File: src/rtl/spi_pkg.sv
// Shared types for the oversampling SPI slave: FSM state encoding and the
// {CPOL,CPHA} mode encodings used when configuring instances.
package spi_pkg;

    typedef enum logic [1:0] {
        IDLE  = 2'd0,
        LOAD  = 2'd1,
        SHIFT = 2'd2,
        DONE  = 2'd3
    } state_t;

    localparam logic [1:0] MODE0 = 2'b00;
    localparam logic [1:0] MODE1 = 2'b01;
    localparam logic [1:0] MODE2 = 2'b10;
    localparam logic [1:0] MODE3 = 2'b11;

endpackage

File: src/rtl/spi_sync.sv
// N-flop synchronizer for one asynchronous pin, with a selectable reset level
// so the synced value matches the pin's idle level out of reset.
module spi_sync #(
    parameter int   STAGES  = 2,
    parameter logic RST_VAL = 1'b0
) (
    input  logic clk,
    input  logic rst,
    input  logic d,
    output logic q
);

    logic [STAGES-1:0] ff;

    // Shift the pin value through the synchronizer chain
    always_ff @(posedge clk or posedge rst) begin
        if (rst) begin
            ff <= {STAGES{RST_VAL}};
        end else begin
            ff <= {ff[STAGES-2:0], d};
        end
    end

    assign q = ff[STAGES-1];

endmodule

File: src/rtl/spi_slave_sync.sv
// SPI slave running entirely on clk: sclk/cs_n/mosi are synchronized and
// sclk edges are detected by comparing against the previous synced value.
//
// Transmit handshake: a word transfers on a rising clk edge where tx_valid and
// tx_ready are both high; tx_ready is high exactly when the holding register
// is empty, and a holder of tx_valid must keep tx_data stable until then.
module spi_slave_sync
    import spi_pkg::*;
#(
    parameter int WIDTH       = 64,
    parameter bit CPOL        = 1'b0,
    parameter bit CPHA        = 1'b0,
    parameter bit LSB_FIRST   = 1'b0,
    parameter int SYNC_STAGES = 2
) (
    input  logic             clk,
    input  logic             rst,
    input  logic             sclk,
    input  logic             cs_n,
    input  logic             mosi,
    output logic             miso,
    output logic             miso_oe,
    input  logic [WIDTH-1:0] tx_data,
    input  logic             tx_valid,
    output logic             tx_ready,
    output logic [WIDTH-1:0] rx_data,
    output logic             rx_valid,
    output logic             busy,
    output logic             frame_err,
    output logic             tx_underrun,
    output state_t           state_dbg
);

    localparam int CW = $clog2(WIDTH + 1);
    localparam int FW = $clog2(SYNC_STAGES + 1);

    logic             sclk_s, cs_n_s, mosi_s;
    logic             sclk_prev, cs_prev, cs_armed;
    logic [FW-1:0]    flush_cnt;
    logic             flush_done;
    logic             sclk_rise, sclk_fall, lead_edge, trail_edge;
    logic             sample_edge, shift_edge, cs_fall;
    state_t           state_q, state_d;
    logic             do_load, do_sample, do_shift, frame_done, abort_err;
    logic [CW-1:0]    bit_cnt;
    logic [WIDTH-1:0] rx_sr, rx_shifted, tx_sr, hold_q, load_word;
    logic             hold_full, miso_q;

    function automatic logic first_bit(input logic [WIDTH-1:0] w);
        return LSB_FIRST ? w[0] : w[WIDTH-1];
    endfunction

    function automatic logic [WIDTH-1:0] advance(input logic [WIDTH-1:0] w);
        return LSB_FIRST ? (w >> 1) : (w << 1);
    endfunction

    spi_sync #(.STAGES(SYNC_STAGES), .RST_VAL(CPOL)) u_sync_sclk (
        .clk(clk), .rst(rst), .d(sclk), .q(sclk_s)
    );
    spi_sync #(.STAGES(SYNC_STAGES), .RST_VAL(1'b1)) u_sync_cs (
        .clk(clk), .rst(rst), .d(cs_n), .q(cs_n_s)
    );
    spi_sync #(.STAGES(SYNC_STAGES), .RST_VAL(1'b0)) u_sync_mosi (
        .clk(clk), .rst(rst), .d(mosi), .q(mosi_s)
    );

    assign sclk_rise   = sclk_s & ~sclk_prev;
    assign sclk_fall   = ~sclk_s & sclk_prev;
    assign lead_edge   = CPOL ? sclk_fall : sclk_rise;
    assign trail_edge  = CPOL ? sclk_rise : sclk_fall;
    assign sample_edge = CPHA ? trail_edge : lead_edge;
    assign shift_edge  = CPHA ? lead_edge : trail_edge;
    assign flush_done  = (flush_cnt == FW'(SYNC_STAGES));
    // The synchronizer resets to "deselected"; a select only counts once a
    // genuine high has been seen, so reset with cs_n held low never starts a frame.
    assign cs_fall     = cs_armed & cs_prev & ~cs_n_s;
    assign rx_shifted  = LSB_FIRST ? {mosi_s, rx_sr[WIDTH-1:1]} : {rx_sr[WIDTH-2:0], mosi_s};
    assign load_word   = hold_full ? hold_q : '0;

    // Edge history and arming of the select detector after reset
    always_ff @(posedge clk or posedge rst) begin
        if (rst) begin
            sclk_prev <= CPOL;
            cs_prev   <= 1'b1;
            flush_cnt <= '0;
            cs_armed  <= 1'b0;
        end else begin
            sclk_prev <= sclk_s;
            cs_prev   <= cs_n_s;
            if (!flush_done) flush_cnt <= flush_cnt + 1'b1;
            if (flush_done && cs_n_s) cs_armed <= 1'b1;
        end
    end

    // FSM state register
    always_ff @(posedge clk or posedge rst) begin
        if (rst) state_q <= IDLE;
        else     state_q <= state_d;
    end

    // Next-state and per-cycle datapath controls; deselect overrides everything
    always_comb begin
        state_d    = state_q;
        do_load    = 1'b0;
        do_sample  = 1'b0;
        do_shift   = 1'b0;
        frame_done = 1'b0;
        abort_err  = 1'b0;
        if (cs_n_s) begin
            state_d   = IDLE;
            abort_err = (state_q == SHIFT) && (bit_cnt != '0);
        end else begin
            case (state_q)
                IDLE:  if (cs_fall) state_d = LOAD;
                LOAD: begin
                    do_load = 1'b1;
                    state_d = SHIFT;
                end
                SHIFT: begin
                    if (sample_edge) begin
                        do_sample = 1'b1;
                        if (bit_cnt == CW'(WIDTH - 1)) begin
                            frame_done = 1'b1;
                            state_d    = DONE;
                        end
                    end
                    if (shift_edge) do_shift = 1'b1;
                end
                DONE:    state_d = DONE;
                default: state_d = IDLE;
            endcase
        end
    end

    // Transmit holding register; a same-cycle handshake during LOAD is kept for the next frame
    always_ff @(posedge clk or posedge rst) begin
        if (rst) begin
            hold_q    <= '0;
            hold_full <= 1'b0;
        end else if (tx_valid && tx_ready) begin
            hold_q    <= tx_data;
            hold_full <= 1'b1;
        end else if (do_load) begin
            hold_full <= 1'b0;
        end
    end

    // Shift registers, bit counter, received word and status pulses
    always_ff @(posedge clk or posedge rst) begin
        if (rst) begin
            bit_cnt     <= '0;
            rx_sr       <= '0;
            rx_data     <= '0;
            rx_valid    <= 1'b0;
            frame_err   <= 1'b0;
            tx_underrun <= 1'b0;
            tx_sr       <= '0;
            miso_q      <= 1'b0;
        end else begin
            rx_valid    <= frame_done;
            frame_err   <= abort_err;
            tx_underrun <= do_load & ~hold_full;
            if (do_load) bit_cnt <= '0;
            if (do_sample) begin
                rx_sr   <= rx_shifted;
                bit_cnt <= bit_cnt + 1'b1;
            end
            if (frame_done) rx_data <= rx_shifted;
            if (do_load) begin
                if (!CPHA) begin
                    miso_q <= first_bit(load_word);
                    tx_sr  <= advance(load_word);
                end else begin
                    miso_q <= 1'b0;
                    tx_sr  <= load_word;
                end
            end else if (do_shift) begin
                miso_q <= first_bit(tx_sr);
                tx_sr  <= advance(tx_sr);
            end else if (state_q == IDLE || state_q == DONE) begin
                miso_q <= 1'b0;
            end
        end
    end

    assign tx_ready  = ~hold_full;
    assign busy      = (state_q != IDLE);
    assign miso_oe   = ~cs_n_s;
    assign miso      = miso_q & miso_oe;
    assign state_dbg = state_q;

endmodule

File: config.mk
export PLATFORM = sky130hd
export DESIGN_NAME = spi_slave_sync
export DESIGN_NICKNAME = d
export VERILOG_FILES = /design/src/rtl/spi_pkg.sv /design/src/rtl/spi_sync.sv /design/src/rtl/spi_slave_sync.sv
export SDC_FILE = /design/constraint.sdc
export NUM_CORES = 1
export LEC_CHECK = 0
export BUFFER_PORTS_ARGS = -buffer_cell sky130_fd_sc_hd__buf_2
export CORE_MARGIN = 3
export CORE_UTILIZATION = 40
export DETAILED_ROUTE_END_ITERATION = 6
export PLACE_DENSITY = 0.71
export SLEW_MARGIN = 20
export SYNTH_ARGS = -nofsm -noshare
export SYNTH_HDL_FRONTEND = slang
export SYNTH_SLANG_ARGS = --single-unit
File: constraint.sdc
create_clock -name clk -period 23 [get_ports clk]
set_input_delay 2.3 -clock clk [delete_from_list [all_inputs] [get_ports clk]]
set_output_delay 2.3 -clock clk [all_outputs]
set_load 0.01 [all_outputs]
; After elaboration in Yosys (flattened, before gate mapping)
; Index checks and enable logic that the tools add are counted.
[op_classes]
addsub = 2
multipliers = 0
div_mod_pow = 0
magnitude_cmp = 0
n_eq_ne = 8
shift = 0
muxes = 28
bitwise = 10
n_reduce_logical = 12
[op_table]
columns = op, count
row1 = $mux W64, 3
row2 = $mux W1, 18
row3 = $mux W7, 2
row4 = $mux W2, 4
row5 = $pmux W2 S4, 1
row6 = $reduce_bool A2 Y1, 4
row7 = $add A7 B1 Y7 const B, 1
row8 = $eq A7 B6 Y1 const B, 1
row9 = $reduce_bool A7 Y1, 1
row10 = $and A1 B1 Y1, 6
row11 = $eq A2 B2 Y1 const B, 3
row12 = $ne A3 B2 Y1 const B, 2
row13 = $not A1 Y1, 4
row14 = $logic_and A1 B1 Y1, 3
row15 = $ne A3 B1 Y1 const B, 1
row16 = $reduce_and A3 Y1, 1
row17 = $reduce_bool A3 Y1, 1
row18 = $add A2 B1 Y2 const B, 1
row19 = $eq A2 B1 Y1 const B, 1
row20 = $logic_not A2 Y1, 1
row21 = $logic_or A1 B1 Y1, 1
[word_totals]
ff_bits = 280
latch_bits = 0
ramBits = 0
rom_bits = 0
in_bits = 70
output_inout_bits = 73
memories = 0

; Logic depth before layout (Yosys ltp)
; Gate-level depths: netlist of the first run.
[logic_depth]
depth_word = 7
depth_mapped = 8

; Cells and area by module
; A second synthesis of the first run with hierarchy kept.
[unflattened]
hier_cells = 922
area_unflattened_um2 = 11195.7
[by_module_without_submodules]
columns = module, n_inst, cells_per_inst, area_each_um2, seq_area_each_um2
row1 = spi_slave_sync, 1, 913, 11031.8, 6832.8
row2 = spi_sync (u_sync_mosi ...), 2, 3, 53.8, 50.0
row3 = spi_sync (u_sync_cs), 1, 3, 56.3, 52.6

; Least setup slack after synthesis of the first run
; No wires, ideal clock.
[synth_path]
path_type = in2reg
from = input port tx_valid
to = register hold_q[10]
setup_ns = 0.125
arrival_ns = 3.323
slack_ns = 19.553
path_stages = 4
cell_sequence = nor2b_1 > clkbuf_1 > buf_2 > mux2_2
[synth_via]
elab_chain_len = 1
[synth_rtl]
columns = item, line
row1 = start: declaration, spi_slave_sync.sv:24  ; input logic tx_valid,
row2 = $logic_and A1 B1 Y1, spi_slave_sync.sv:140  ; end else if (tx_valid && tx_ready) begin
row3 = end signal: assignment, spi_slave_sync.sv:141  ; hold_q <= tx_data;
row4 = end: declaration, spi_slave_sync.sv:46  ; logic [WIDTH-1:0] rx_sr, rx_shifted, tx_sr, hold_q, load_word;
; No other way between the ends.
; A chain may end at the register's enable or synchronous reset.

; Final worst setup path of the first run
[layout_path]
from = register u_sync_cs.ff[1]
to = output port miso_oe
[layout_via]
elab_chain_len = 1
[layout_rtl]
columns = item, line
row1 = start: declaration, spi_sync.sv:13  ; logic [STAGES-1:0] ff;
row2 = start signal: assignment, spi_sync.sv:18  ; ff <= {STAGES{RST_VAL}};
row3 = start signal: assignment, spi_sync.sv:20  ; ff <= {ff[STAGES-2:0], d};
row4 = $not A1 Y1, spi_slave_sync.sv:188  ; assign miso_oe = ~cs_n_s;
row5 = end: declaration, spi_slave_sync.sv:22  ; output logic miso_oe,
; No other way between the ends.

==> results of run 1 <==
==> cell usage in the layout (no fill, tap or decap), types with 2 or more instances in the layout <==
cell type,n
a31oi_1,65
buf_2,142
buf_4,8
buf_6,2
bufinv_16,3
clkbuf_1,8
clkbuf_16,29
clkbuf_8,4
clkinv_2,6
dfrtp_1,275
dfstp_2,3
ha_1,8
inv_1,11
mux2_1,51
mux2_2,79
nand2_1,256
nand3_1,67
nand3b_1,2
nor2_1,69
nor2b_4,2
o21ai_0,10
xnor2_1,2
==> final cells by class <==
class,instances,area [um2]
repair buffers,152,793
well taps,372,465
flip-flops and latches,279,6990
multi-input cells,634,3860
fillers,2519,14100
inverters,12,52.6
clock buffers,41,811
clock inverters,11,136
==> routing by layer <==
layer,global-route usage,vias to the layer above,routed length [um]
met2,0.232,175,10100
met3,0.0288,39,1050
met1,0.206,3698,10300
met4,0.0311,6,393
li1,-,3562,-
met5,0,-,34
==> worst max-delay path: stages, from the launching register on <==
cell and delay (ns):
dfstp_2 0.73, inv_1 0.12, buf_2 0.17
==> sequential cells by signal, summed over array words and instances, names as in the netlist <==
register / count
hold_q: 64
rx_data: 64
rx_sr: 63
tx_sr: 63
bit_cnt: 7
flush_cnt: 2
state_dbg: 2
u_sync_cs.ff: 2
u_sync_mosi.ff: 2
u_sync_sclk.ff: 2
cs_armed: 1
cs_prev: 1
frame_err: 1
hold_full: 1
miso_q: 1
rx_valid: 1
sclk_prev: 1
tx_underrun: 1
==> cell families after synthesis <==
family | synth area share
flops | 0.625
buf+inv | 0.0345
compound gates | 0.0457
fa+ha+maj | 0.00896
simple gates | 0.152
mux | 0.131
xor+xnor | 0.00235
==> through the flow <==
stage,hold WS (ns),cells
global route,0.366,1501
global placement,0.338,1449
floorplan,0.331,990
CTS,0.355,1501
finish,0.354,1501
detailed placement,0.343,1449
==> how the worst max path moves through the flow <==
stage | start | to | cells past startpoint
after floorplan | rst | bit_cnt[0]$_DFFE_PP0P_ | 1
final | u_sync_cs.ff[1]$_DFF_PP1_ | miso_oe | 2
after global placement | rst | rx_data[58]$_DFFE_PP0P_ | 3
after global routing | u_sync_cs.ff[1]$_DFF_PP1_ | miso_oe | 2
after detailed placement | rst | rx_data[25]$_DFFE_PP0P_ | 3
after CTS | u_sync_cs.ff[1]$_DFF_PP1_ | miso_oe | 2
==> where the power goes <==
part	switching (mW)	internal (mW)	total, mW
clock	0.186	0.278	0.464
sequential	0.0634	0.608	0.672
combinational	0.161	0.132	0.293
total	0.411	1.02	1.43
==> results.py, run 1 <==
metrics = {
    "outcome": {
        "status": "completed",
    },
    "setup_path": {
        "cp_data_arrival_time_ns": 1.55,
        "worstReg2RegEnd": "rx_data[50]$_DFFE_PP0P_",
        "r2r_cells": 7,
        "start_kind": "flip-flop",
        "r2r_slack_ns": 20.13,
        "r2r-start": "state_dbg[0]$_DFFE_PP0P_",
        "cp-end-kind": "output port",
        "worstPathRequired_ns": 20.70,
        "worstSetupPathType": "flip-flop to output port",
        "path_max_fanout": 13,
    },
    "clock_tree": {
        "tritoncts": "built",
        "cts_hold_buffers": 0,
        "clockRootBuffer": "clkbuf_16",
        "htreeDepth": 1,
        "clk_pin_slew_ns": 0.06,
        "clock_sinks": 279,
        "clk_latency_ns": 0.53,
        "cts_resized": 0,
        "clock_path_buffers": 3,
        "numCtsBuffers": 29,
        "post_cts_buffers": 0,
    },
    "flow_run": {
        "max-cap-violations": 0,
    },
    "power_and_ir_drop": {
        "power_mw": 1.43,
        "leakage_nw": 6.60,
        "p_per_area_nw_per_um2": 109,
        "vdd_drop_max_mv": 0.142,
    },
    "synthesis": {
        "synth_edf_count": 0,
        "synth_area_leaders": "dfrtp_1 62%, nand2_1 8.6%, mux2_2 8.0%",
        "synth_most_common_cell": "dfrtp_1",
        "synth_top_cell_by_area": "dfrtp_1",
        "synth_cell_types": 40,
        "ys.flop_type": "dfrtp_1",
        "synth_nets": 1068,
        "synth_common_cells": "276 x dfrtp_1, 257 x nand2_1, 79 x mux2_2, 69 x nor2_1, 67 x nand3_1",
        "yosysWarnings": 0,
        "synth_area_um2": 11200,
        "synth_top_area_share": 0.618,
        "ys_seq_elements": 279,
        "postSynth.asyncResetShare": 1.00,
        "ys_seq_area_frac": 0.625,
        "syn_inst": 990,
        "synth.avg_cell_area_um2": 11.3,
    },
    "hold_path": {
        "worstHoldPathCells": 0,
        "min_path_type": "flip-flop to flip-flop",
        "min_from": "u_sync_sclk.ff[0]$_DFF_PP0_",
        "worstHoldEndpoint": "u_sync_sclk.ff[1]$_DFF_PP0_",
    },
    "floorplan": {
        "fp.dieW_um": 173,
        "start_util": 0.411,
        "dieArea_um2": 30000,
        "core_area_um2": 27200,
        "rows": 60,
        "ioPinCount": 143,
        "die_h_um": 173,
    },
    "layout": {
        "diodes": 0,
        "area_growth_pct": 17.3,
        "final_nets": 1186,
        "layout-drive-gt1-share": 0.256,
        "fin_util": 0.482,
        "final_area_um2": 13100,
    },
    "timing": {
        "tightest_slew_ns": 0.900,
        "drv_slew": 0,
        "finalSetupViolCount": 0,
        "fin_skew_ns": 0.00928,
        "layout_min_cycle_time_ns": 3.85,
        "slew_headroom": 0.400,
        "fmax_mhz": 260,
        "finalHoldViolCount": 0,
        "fin_ws_ns": 19.15,
        "rsz0062_at_grt": "no",
        "finalCritPeriodShare": 0.167,
        "finalSetupTns_ns": 0,
    },
    "grt": {
        "grt_use_total": 0.145,
        "grt_max_degree": 133,
        "grt_pass1_vias": 7183,
        "grt_pass1_wl_um": 36900,
        "antenna_found_initial": 3,
        "overflow": 0,
    },
    "place": {
        "dp_hpwl_um": 13200,
        "dp_slack_ns": 18.76,
        "dpl_cell_area_um2": 12200,
        "io_buffers": 142,
        "gp_congestion": 0.723,
    },
    "detailed_routing": {
        "via_per_inst": 4.98,
        "dr.pass1.iters": 4,
        "drtIter0Drc": 559,
        "final_antenna_net_count": 0,
        "drc": 0,
        "num_vias": 7480,
        "wl_per_cell_um": 14.6,
        "wl_um": 21900,
    },
}
Note: power is estimated with default switching activity, not from simulation.
==> inputs of run 2 (changes only) <==
clock period = 3.8 ns   (was 23 ns; I/O delays follow)
==> run 2 against run 1 <==
  * Design area increased by 0.77%
  * Final cell count increased by 0.27%
  * Sequential power increased to 6.0 times the previous value
  * Clock power increased to 6.1 times the previous value
  * Clock-buffer cell count shrank 1
  * Critical path depth rose by 4
  * Sequential share of layout area fell by 0.41 points
  * Combinational power rose to 6.1 times the previous value
==> results.py, run 2 (synthesized netlist as in run 1, its figures left out) <==
metrics = {
    "outcome": {
        "status": "completed",
    },
    "timing": {
        "tightest_slew_ns": 0.875,
        "finalSetupViolCount": 0,
        "rsz0062_at_grt": "no",
        "holdWs_ns": 0.0724,
        "fin_ws_ns": 1.45,
        "finalHoldViolCount": 0,
        "slew_headroom": 0.416,
        "layout_min_cycle_time_ns": 2.35,
        "drv_slew": 0,
        "fin_skew_ns": 0.0192,
        "finalCritPeriodShare": 0.618,
        "fmax_mhz": 426,
    },
    "grt": {
        "met1_usage": 0.206,
        "grt_use_total": 0.144,
        "grt.busiest_layer": "met2",
        "grt_pass1_vias": 7329,
        "grt_pass1_wl_um": 37000,
        "overflow": 0,
        "grtUsageMet3": 0.0288,
        "antenna_found_initial": 3,
        "grt_max_degree": 136,
        "global_route.usage.met2": 0.229,
    },
    "floorplan": {
        "ioPinCount": 143,
        "rows": 60,
        "fp.dieW_um": 173,
        "dieArea_um2": 30000,
        "die_h_um": 173,
        "start_util": 0.411,
        "core_area_um2": 27200,
    },
    "clock_tree": {
        "htreeDepth": 1,
        "tritoncts": "built",
        "clock_sinks": 279,
        "clockRootBuffer": "clkbuf_16",
        "post_cts_buffers": 0,
        "cts_hold_buffers": 4,
        "cts_resized": 0,
        "clk_latency_ns": 0.53,
        "clock_path_buffers": 3,
        "clk_pin_slew_ns": 0.06,
        "numCtsBuffers": 29,
    },
    "layout": {
        "mostFrequentLayoutCells": "275 x dfrtp_1, 256 x nand2_1, 142 x buf_2",
        "fillers": 2500,
        "layout_commonest_cell": "dfrtp_1",
        "multi_input_area_um2": 3860,
        "diodes": 0,
        "final_nets": 1190,
        "top_regs": "hold_q x64, rx_data x64",
        "layout-drive-gt1-share": 0.257,
        "area_growth_pct": 18.2,
        "seq_area_um2": 6990,
    },
    "power_and_ir_drop": {
        "leakage_nw": 6.63,
        "vdd_drop_max_mv": 0.852,
        "power_mw": 8.66,
        "p_per_area_nw_per_um2": 656,
    },
    "setup_path": {
        "r2r_cells": 6,
        "cp-end-kind": "flip-flop",
        "worstSetupPathType": "flip-flop to flip-flop",
        "worstPathRequired_ns": 4.26,
        "path_max_fanout": 63,
        "start_kind": "flip-flop",
        "cp_data_arrival_time_ns": 2.81,
    },
    "hold_path": {
        "min_path_type": "input pin to flip-flop",
        "worstHoldPathCells": 2,
    },
    "flow_run": {
        "max-cap-violations": 0,
    },
    "detailed_routing": {
        "wl_um": 21700,
        "via_per_inst": 4.94,
        "final_antenna_net_count": 0,
        "drtIter0Drc": 535,
        "num_vias": 7434,
        "drc": 0,
        "wl_per_cell_um": 14.4,
        "dr.pass1.iters": 4,
    },
    "place": {
        "io_buffers": 142,
        "gp_congestion": 0.712,
        "dp_slack_ns": 1.48,
        "dp_hpwl_um": 13400,
    },
}
[run 2: cell count changes in the layout (fill, tap and decap cells not counted), sizes merged]
| cell | previous run | this run |
|---|---|---|
| dlygate4sd3 | 0 | 4 |
| clkinvlp | 1 | 3 |
| inv | 13 | 11 |
| clkbuf | 41 | 40 |
| clkinv | 6 | 7 |
[run 2: cell type report]
cell class	instances	area share
Multi-Input combinational cell	634	0.293
Inverter	12	0.00369
Timing Repair Buffer	156	0.0672
Clock buffer	40	0.0618
Clock inverter	12	0.0106
Sequential cell	279	0.529
Tap cell	372	0.0352
[run 2: per-layer routing]
layer  up-vias  share of wire
li1       3573              -
met1      3631           0.47
met5         -         0.0016
met2       190           0.46
met3        34          0.053
met4         6          0.021
[run 2: metrics by stage]
step	instance area, um2	setup TNS [ns]	utilization	instances
after floorplan	11200	-74.76	-	990
after global placement	12200	0	0.449	1449
after detailed placement	12200	0	0.449	1449
after CTS	13200	0	0.486	1505
after global routing	13200	0	0.486	1505
final	13200	0	0.486	1505
[run 2: worst paths after layout]
path | from | endpoint | slack, ns
setup / recovery | state_dbg[0]$_DFFE_PP0P_ | rx_sr[58]$_DFFE_PP0P_ | 1.45
hold / removal | tx_data[53] | hold_q[53]$_DFFE_PP0P_ | 0.07
setup reg to reg | state_dbg[0]$_DFFE_PP0P_ | rx_sr[58]$_DFFE_PP0P_ | 1.45
hold reg to reg | u_sync_mosi.ff[0]$_DFF_PP0_ | u_sync_mosi.ff[1]$_DFF_PP0_ | 0.35
max in group asynchronous | rst | tx_sr[13]$_DFFE_PP0P_ | 2.32
min in group asynchronous | rst | bit_cnt[1]$_DFFE_PP0P_ | 0.39
[run 2: critical path, cell delays in order, from the launching register on]
cell and delay [ns]:
dfrtp_1 0.41, inv_1 0.14, ha_1 0.32, nor4bb_4 0.52, buf_4 0.60, nand2_1 0.16
nand2_1 0.09
[run 2: power breakdown]
| group | internal, mW | switching, mW |
|---|---|---|
| logic | 0.815 | 0.977 |
| clock network | 1.70 | 1.12 |
| registers | 3.68 | 0.374 |
| total | 6.19 | 2.47 |
